File: config.mk
export PLATFORM = sky130hd
export DESIGN_NAME = sdram_arbiter
export DESIGN_NICKNAME = d
export VERILOG_FILES = /design/src/rtl/sdram_arb_pkg.sv /design/src/rtl/sdram_arbiter_rr_pick.sv /design/src/rtl/sdram_arbiter.sv
export SDC_FILE = /design/constraint.sdc
export NUM_CORES = 1
export LEC_CHECK = 0
export ABC_AREA = 1
export CAP_MARGIN = 20
export CORE_MARGIN = 4
export CORE_UTILIZATION = 55
export DETAILED_ROUTE_END_ITERATION = 8
export DONT_BUFFER_PORTS = 1
export GPL_TIMING_DRIVEN = 0
export PLACE_DENSITY = 0.78
export RECOVER_POWER = 100
export SLEW_MARGIN = 20
export SYNTH_ARGS = -nofsm -noshare
export SYNTH_HDL_FRONTEND = slang
export SYNTH_SLANG_ARGS = --single-unit
File: constraint.sdc
create_clock -name CLK -period 1.7 [get_ports CLK]
set_input_delay 0.255 -clock CLK [delete_from_list [all_inputs] [get_ports CLK]]
set_output_delay 0.255 -clock CLK [all_outputs]
set_load 0.01 [all_outputs]
File: src/rtl/sdram_arb_pkg.sv
// sdram_arb_pkg: shared definitions for the SDRAM request arbiter
// (FSM state encoding, channel-count limits, width helpers).
package sdram_arb_pkg;

    typedef enum logic [1:0] {
        IDLE  = 2'd0,
        ISSUE = 2'd1,
        ACK   = 2'd2
    } arb_state_t;

    localparam int unsigned NUM_CH_MIN = 2;
    localparam int unsigned NUM_CH_MAX = 8;
    localparam int unsigned IDX_W_MAX  = $clog2(NUM_CH_MAX);

    // $clog2 that never yields a zero-width vector
    function automatic int unsigned clog2_min1(input int unsigned n);
        return (n <= 1) ? 1 : $clog2(n);
    endfunction

endpackage

File: src/rtl/sdram_arbiter_rr_pick.sv
// rr_pick: rotating priority encoder over channels 1..NUM_CH-1.
// The search starts just after the last-granted channel and wraps from
// NUM_CH-1 back to 1; channel 0 is never considered here.
module rr_pick
    import sdram_arb_pkg::*;
#(
    parameter int unsigned NUM_CH = 3
)
(
    input  logic [NUM_CH-1:0]         req,
    input  logic [$clog2(NUM_CH)-1:0] ptr,
    output logic [$clog2(NUM_CH)-1:0] idx,
    output logic                      valid
);

    localparam int unsigned IDX_W = clog2_min1(NUM_CH);

    // Walk the search order backwards so the earliest candidate assigns last
    always_comb begin
        int unsigned c;
        idx   = '0;
        valid = 1'b0;
        for (int unsigned k = NUM_CH - 1; k > 0; k--) begin
            c = ((int'(ptr) + k + NUM_CH - 2) % (NUM_CH - 1)) + 1;
            if (req[c]) begin
                idx   = IDX_W'(c);
                valid = 1'b1;
            end
        end
    end

endmodule

File: src/rtl/sdram_arbiter.sv
// sdram_arbiter: serialises NUM_CH masters onto one SDRAM controller port
// with a registered req/ack handshake. Channel 0 always wins; channels
// 1..NUM_CH-1 use fixed priority (lowest index) by default, or round robin
// when the macro SDRAM_ARB_RR_EN is defined. A watchdog aborts accesses
// that see no mem_ack within TIMEOUT_CYC cycles (0 disables it).
module sdram_arbiter
    import sdram_arb_pkg::*;
#(
    parameter int unsigned NUM_CH      = 3,
    parameter int unsigned ADDR_W      = 25,
    parameter int unsigned DATA_W      = 8,
    parameter int unsigned TIMEOUT_CYC = 1023
)
(
    input  logic                       CLK,
    input  logic                       RST,
    input  logic [NUM_CH-1:0]          ch_req,
    input  logic [NUM_CH-1:0]          ch_we,
    input  logic [NUM_CH*ADDR_W-1:0]   ch_addr,
    input  logic [NUM_CH*DATA_W-1:0]   ch_din,
    output logic [NUM_CH-1:0]          ch_ack,
    output logic                       ch_err,
    output logic [DATA_W-1:0]          ch_dout,
    output logic [$clog2(NUM_CH)-1:0]  grant_idx,
    output logic                       busy,
    output logic                       mem_req,
    output logic                       mem_we,
    output logic [ADDR_W-1:0]          mem_addr,
    output logic [DATA_W-1:0]          mem_din,
    input  logic                       mem_ack,
    input  logic [DATA_W-1:0]          mem_dout
);

    localparam int unsigned    IDX_W    = clog2_min1(NUM_CH);
    localparam int unsigned    WD_W     = clog2_min1(TIMEOUT_CYC + 1);
    localparam logic [WD_W-1:0] WD_LIMIT = WD_W'(TIMEOUT_CYC);

    arb_state_t          state, state_n;
    logic [NUM_CH-1:0]   ch_ack_n;
    logic                ch_err_n;
    logic [DATA_W-1:0]   ch_dout_n;
    logic [IDX_W-1:0]    grant_idx_n;
    logic                mem_req_n;
    logic                mem_we_n;
    logic [ADDR_W-1:0]   mem_addr_n;
    logic [DATA_W-1:0]   mem_din_n;
    logic [WD_W-1:0]     wd, wd_n;
    logic [IDX_W-1:0]    winner;
    logic                timeout_hit;

    assign busy        = (state != IDLE);
    assign timeout_hit = (TIMEOUT_CYC != 0) && ((wd + WD_W'(1)) == WD_LIMIT);

`ifdef SDRAM_ARB_RR_EN
    logic [IDX_W-1:0] rr_ptr;
    logic [IDX_W-1:0] rr_idx;
    logic             rr_valid;

    rr_pick #(.NUM_CH(NUM_CH)) u_rr_pick (
        .req   (ch_req),
        .ptr   (rr_ptr),
        .idx   (rr_idx),
        .valid (rr_valid)
    );

    // Channel 0 overrides the round-robin choice
    always_comb begin
        winner = ch_req[0] ? '0 : rr_idx;
    end

    // Pointer follows grants to channels 1..NUM_CH-1 only
    always_ff @(posedge CLK or posedge RST) begin
        if (RST)
            rr_ptr <= IDX_W'(NUM_CH - 1);
        else if (state == IDLE && !ch_req[0] && rr_valid)
            rr_ptr <= rr_idx;
    end
`else
    // Fixed priority: lowest requesting index wins
    always_comb begin
        winner = '0;
        for (int unsigned i = NUM_CH; i > 0; i--) begin
            if (ch_req[i-1]) winner = IDX_W'(i - 1);
        end
    end
`endif

    // Next-state and registered-output logic
    always_comb begin
        state_n     = state;
        ch_ack_n    = '0;
        ch_err_n    = ch_err;
        ch_dout_n   = ch_dout;
        grant_idx_n = grant_idx;
        mem_req_n   = mem_req;
        mem_we_n    = mem_we;
        mem_addr_n  = mem_addr;
        mem_din_n   = mem_din;
        wd_n        = wd;
        case (state)
            IDLE: begin
                if (|ch_req) begin
                    grant_idx_n = winner;
                    mem_we_n    = ch_we[winner];
                    mem_addr_n  = ch_addr[int'(winner)*ADDR_W +: ADDR_W];
                    mem_din_n   = ch_din[int'(winner)*DATA_W +: DATA_W];
                    mem_req_n   = 1'b1;
                    wd_n        = '0;
                    state_n     = ISSUE;
                end
            end
            ISSUE: begin
                if (wd != WD_LIMIT) wd_n = wd + WD_W'(1);
                // mem_ack is checked first so it wins a same-cycle timeout
                if (mem_ack) begin
                    if (!mem_we) ch_dout_n = mem_dout;
                    mem_req_n           = 1'b0;
                    ch_ack_n[grant_idx] = 1'b1;
                    state_n             = ACK;
                end else if (timeout_hit) begin
                    mem_req_n           = 1'b0;
                    ch_err_n            = 1'b1;
                    ch_ack_n[grant_idx] = 1'b1;
                    state_n             = ACK;
                end
            end
            ACK: begin
                ch_err_n = 1'b0;
                state_n  = IDLE;
            end
            default: state_n = IDLE;
        endcase
    end

    // State register
    always_ff @(posedge CLK or posedge RST) begin
        if (RST) state <= IDLE;
        else     state <= state_n;
    end

    // Output and watchdog registers
    always_ff @(posedge CLK or posedge RST) begin
        if (RST) begin
            ch_ack    <= '0;
            ch_err    <= 1'b0;
            ch_dout   <= '0;
            grant_idx <= '0;
            mem_req   <= 1'b0;
            mem_we    <= 1'b0;
            mem_addr  <= '0;
            mem_din   <= '0;
            wd        <= '0;
        end else begin
            ch_ack    <= ch_ack_n;
            ch_err    <= ch_err_n;
            ch_dout   <= ch_dout_n;
            grant_idx <= grant_idx_n;
            mem_req   <= mem_req_n;
            mem_we    <= mem_we_n;
            mem_addr  <= mem_addr_n;
            mem_din   <= mem_din_n;
            wd        <= wd_n;
        end
    end

endmodule

# After elaboration in Yosys (flattened, before gate mapping)
# Index checks and enable logic that the tools add are counted.
[word_totals]
reg_bits = 61
output_inout_bits = 50
word_cells = 63
[classes]
n_addsub = 1
n_mul = 1
order_cmp = 3
n_eq_ne = 9
shifts = 2
n_mux = 24
bitwise = 1
reduce_logical = 12
[op_table]
columns = ["op", "count"]
rows = [
  ["75-bit by 8-bit variable part select with 25-bit output", 1],
  ["24-bit by 6-bit variable part select with 8-bit output", 1],
  ["10-bit 2-to-1 mux", 2],
  ["10-bit one-hot mux with 2 select lines", 1],
  ["2-bit 2-to-1 mux", 6],
  ["3-bit AND reduction", 4],
  ["10-bit by 1-bit adder with 10-bit output, second input constant", 1],
  ["10-bit == test, second input constant", 1],
  ["10-bit inequality test, second input constant", 1],
  ["3-bit 2-to-1 mux", 3],
  ["2-bit inequality test, second input constant", 4],
  ["2-bit by 5-bit multiplier with 7-bit output, second input constant", 1],
  ["1-bit 2-to-1 mux", 7],
  ["2-bit by 3-bit < comparator with 1-bit output, second input constant", 2],
  ["2-bit nonzero test", 3],
  ["1-bit one-hot mux with 2 select lines", 2],
  ["2-bit one-hot mux with 2 select lines", 1],
  ["2-bit AND reduction", 2],
  ["3-bit inequality test, second input constant", 1],
  ["3-bit OR reduction", 1],
  ["1-bit binary-select mux with 2-bit select", 1],
  ["1-bit demux with 2-bit select", 1],
  ["2-bit by 1-bit == test with 1-bit output, second input constant", 1],
  ["2-bit == test, second input constant", 1],
  ["4 further kinds", 4],
]

# Logic depth before layout (Yosys ltp)
[logic_depth]
ltp_word = 7
depth_mapped = 12

# Worst setup path after synthesis
# Ideal clock, no wire load.
[synth_path]
kind = "register to register"
from = "reg wd[1]"
to = "reg ch_ack[1]"
setup_time_ns = 0.069
arrival_time_ns = 1.440
t_required_ns = 1.631
setup_slack_ns = 0.191
stages_incl_launch_ff = 13
n_path_buf = 0
path_cell_list = "dfrtp_1 -> ha_1 -> nand2_2 -> inv_1 -> nand2_1 -> nand2_1 -> nor2_1 -> nand2_1 -> nor2_4 -> nand3_2 -> nand2_4 -> nand2_4 -> nor2_2"
[synth_between]
elab_chain_cells = 5
[synth_rtl]
columns = ["element", "line", "source"]
rows = [
  ["from (decl)", "sdram_arbiter.sv:47", "logic [WD_W-1:0] wd, wd_n;"],
  ["from (signal assigned)", "sdram_arbiter.sv:162", "wd <= wd_n;"],
  ["10-bit by 1-bit adder with 10-bit output", "sdram_arbiter.sv:52", "assign timeout_hit = (TIMEOUT_CYC != 0) && ((wd + WD_W'(1)) == WD_LIMIT);"],
  ["10-bit == test", "sdram_arbiter.sv:52", ""],
  ["3-bit 2-to-1 mux", "sdram_arbiter.sv:120", "end else if (timeout_hit) begin"],
  ["3-bit 2-to-1 mux", "sdram_arbiter.sv:115", "if (mem_ack) begin"],
  ["3-bit 2-to-1 mux", "sdram_arbiter.sv:100", "case (state)"],
  ["named net ch_ack_n[1]", "sdram_arbiter.sv:39", "logic [NUM_CH-1:0] ch_ack_n;"],
  ["to (signal assigned)", "sdram_arbiter.sv:154", "ch_ack <= ch_ack_n;"],
  ["to (decl)", "sdram_arbiter.sv:21", "output logic [NUM_CH-1:0] ch_ack,"],
]
# The timed path passes the listed nets, and every way through them passes these cells.
# A chain may end at the register's enable or synchronous reset.

# Worst setup path after layout
[layout_path]
from = "reg wd[0]"
to = "reg wd[3]"
[layout_between]
elab_chain_cells = 3
[layout_rtl]
columns = ["element", "line", "source"]
rows = [
  ["10-bit by 1-bit adder with 10-bit output / 10-bit inequality test (equally long branches)", "sdram_arbiter.sv:113", "if (wd != WD_LIMIT) wd_n = wd + WD_W'(1);"],
  ["10-bit 2-to-1 mux / 2-bit inequality test (equally long branches)", "n/a", ""],
  ["10-bit one-hot mux with 2 select lines / 3-bit AND reduction (equally long branches)", "n/a", ""],
]
# Parallel ways exist; a longest one is shown, timed or not. The select of a mux whose other input is x is not followed.

==> results.yml <==
sta:
  post-route-period-util_pct: 94.4
  setup_viol: 0
  timing_hold_violations_final: 0
  worst_slew_pin_slew_ps: 870
  rsz0062_at_grt: "true"
  finClkSkew_ps: 4.99
  setup_tns_ps: 0
  period_needed_ps: 1600
  final_max_slew_viol_count: 0
  slew-limit-headroom_pct: 41.7
  maxClockFrequency_mhz: 623
routing:
  route.vias.total: 3039
  drtIter0Drc: 151
  remaining_antenna_violation_count: 0
  drt-pass1-iter-count: 4
  routed_wire_length_per_instance_um: 18.4
  drc_errors: 0
  detail_route.wirelength_um: 9420
  routed_via_density: 5.92
clock_tree:
  clk_latency_ps: 330
  numCtsBuffers: 9
  cts_tree: "done"
  cts.htree.levels: 3
  cts-root-to-sink-buffers: 2
  cts.reportedPaths.clkPinSlew_ps: 70
  clock_sinks: 61
  clk_root_buffer_cell: "sky130_fd_sc_hd__clkbuf_8"
grt:
  wire_length_of_the_first_global_routing_pass_um: 15000
  grt_antenna_before_repair: 0
  grt_pass1_vias: 3051
  groute.usage.overall_pct: 26.2
  grt_max_degree: 27
  grt_overflow: 0
critical_path:
  worst_setup_path_start_kind: "flop"
  critPathBufInv: 1
  rr_startpoint: "wd[0]"
  slowest_library_cell_on_the_worst_path: "sky130_fd_sc_hd__dfrtp_2"
  setup.worst_path.class: "flop to flop"
  crit_start: "wd[0]"
  critical_path.endpoint: "wd[3]"
  cp_slowest_stage_delay_ps: 410
  ff2ff_path_depth: 7
  timing.critical_path.to_type: "flop"
  cp_num_cells: 7
  path_cells: "ha_4 -> nand2_4 -> nor2_4 -> nand4_1 -> o21ai_2 -> inv_2 -> o21ai_0"
  rr_endpoint: "wd[3]"
  cp_top_family: "simple AND/OR/NAND/NOR gates"
  timing.critical_path.fanout_max: 8
  reg2reg_slack_ps: 100
  critPathRequiredTime_ps: 1940
  critical_path_arrival_ps: 1840
placement:
  place.detailed.instances: 492
  postPlaceCellArea_um2: 3410
  dp.final_hpwl_um: 7310
  place.port_buffers: 0
  final_replace_weighted_congestion: 0.838
pwr:
  power_density_nw_per_um2: 1510
  leak_pwr_nw: 1.66
  irDropWorstVdd_uv: 707
  total_power_of_the_final_layout_mw: 5.56
job:
  max-cap-violations: 0
logic_synthesis:
  postSynthNetCount: 536
  synthesized_cell_area_um2: 3270
  synth_xor_xnor_area_share_pct: 0.268
  synth_compound_gate_area_share_pct: 18.7
  yosysTopAreaCell: "sky130_fd_sc_hd__dfrtp_1"
  synthTopCellsByCount: "sky130_fd_sc_hd__nand2_1, sky130_fd_sc_hd__a21oi_1, sky130_fd_sc_hd__dfrtp_1, sky130_fd_sc_hd__nand3_1, sky130_fd_sc_hd__o21ai_0"
  synth_top_cells_by_area: "sky130_fd_sc_hd__dfrtp_1, sky130_fd_sc_hd__nand2_1, sky130_fd_sc_hd__a21oi_1, sky130_fd_sc_hd__nand3_1, sky130_fd_sc_hd__o21ai_0"
  post_synth_and_or_nand_nor_area_fraction_pct: 24.1
  syn_avg_cell_area_um2: 7.83
  syn-instance-count: 418
  yosys.area.top_type_share_pct: 46.6
  synthArstFlopShare_pct: 100
  seq_area_frac_synth_pct: 46.6
  synth_adder_area_share_pct: 0.765
  synthMuxAreaShare_pct: 2.75
  netlist-cell-type-count: 24
  yosysWarningCount: 0
  synth_top_family_by_area: "simple AND/OR/NAND/NOR gates"
  synth_seq_cells: 61
  synth_enable_flop_cells: 0
  synthMostInstantiatedCell: "sky130_fd_sc_hd__nand2_1"
  synth_flop_cell: "sky130_fd_sc_hd__dfrtp_1"
final_layout:
  proportion_of_layout_cells_with_a_drive_suffix_above_1_pct: 16.8
  insertedDiodeCount: 0
  design.final.nets: 554
  area.growth.synth_to_final_pct: 12.2
  fin_area_um2: 3670
  final_cells: 513
die:
  die_area_um2: 7250
  core_area_um2: 5640
  pin_count: 166
  initial_utilization_pct: 58.0
  num_rows: 27
  die_height_um: 85.1
  chipWidth_um: 85.1
worst_hold_path:
  min-delay-path-class: "input pin to flop"
status:
  status: "finished clean"
cell families (layout without fill, tap and decap cells):
logic type	count (synthesis)	count (layout)
AOI/OAI and AO/OA	121	121
xor gates and xnor gates	1	1
adders and majority gates	2	2
buffers and inverters	53	76
DFF	61	61
muxes	8	8
and+or+nand+nor	172	172
metrics by stage:
step	hold slack (ps)	utilization (%)	setup WS, ps
final	73.7	65.1	96.0
after global routing	55.4	65.1	-9.24
after CTS	59.6	64.2	13.2
after detailed placement	152	60.5	-16.6
after global placement	407	59.7	72.9
after floorplan	367	-	191
per-layer routing:
layer  up-vias  wire (um)  part of all wire (%)  GRT usage [%]
met5         -          0                     0              0
met4         0        246                   2.6           9.78
met3        19        894                   9.5           9.03
met2       151       4660                    49           42.3
met1      1434       3620                    38           32.6
li1       1435          -                     -              -
layout make-up:
| class | instances | area, um2 |
|---|---|---|
| tap | 72 | 90.1 |
| sequential | 61 | 1530 |
| buffer | 25 | 119 |
| inverter | 28 | 106 |
| clock inverter | 7 | 66.3 |
| multi-input combinational | 304 | 1560 |
| fill | 479 | 1970 |
| timing repair buffer | 7 | 78.8 |
| clock buffer | 9 | 124 |
sequential cells by signal, indices dropped and copies added (netlist names):
| name | cells |
|---|---|
| state | 2 |
| mem_we | 1 |
| ch_ack | 3 |
| mem_addr | 25 |
| ch_err | 1 |
| mem_din | 8 |
| wd | 10 |
| ch_dout | 8 |
| grant_idx | 2 |
| mem_req | 1 |
repair_timing:
| action | CTS | global route |
|---|---|---|
| pin swaps | 0 | 5 |
| hold endpoints to repair | 17 | 0 |
| hold buffers | 1 | 0 |
| setup buffers | 1 | 3 |
| resized for setup | 1 | 14 |
| endpoints found under the setup margin | 1 | 48 |
report_power, final:
group	internal [mW]	switching, mW	total [mW]
logic	0.581	0.968	1.55
clock network	0.668	0.574	1.24
registers	2.04	0.731	2.77
worst min path at each step:
stage / start / end / slack, ps / cells past startpoint
finish: mem_dout[0] / ch_dout[0] / 70 / 1
global placement: mem_dout[7] / ch_dout[7] / 410 / 1
floorplan: RST / ch_ack[0] / 370 / 1
CTS: mem_dout[5] / ch_dout[5] / 60 / 1
detailed placement: RST / ch_dout[5] / 150 / 1
global route: mem_dout[7] / ch_dout[7] / 60 / 1
cell usage in the layout (no fill, tap or decap), drive strengths merged:
master / count
clkinvlp: 2
ha: 2
nand4: 1
bufinv: 1
o22ai: 3
nand3: 48
dfrtp: 61
nand2: 106
clkinv: 5
nor2: 17
inv: 27
clkbuf: 20
o21ai: 45
a21oi: 73
dlygate4sd3: 1
mux2: 8
buf: 20
xor2: 1
worst reg2reg max path: stages (launching register included):
cell and delay [ps]:
sky130_fd_sc_hd__dfrtp_2 410, sky130_fd_sc_hd__ha_4 170, sky130_fd_sc_hd__nand2_4 70, sky130_fd_sc_hd__nor2_4 170, sky130_fd_sc_hd__nand4_1 200, sky130_fd_sc_hd__o21ai_2 150, sky130_fd_sc_hd__inv_2 110, sky130_fd_sc_hd__o21ai_0 210
(Power assumes the default switching activity.)
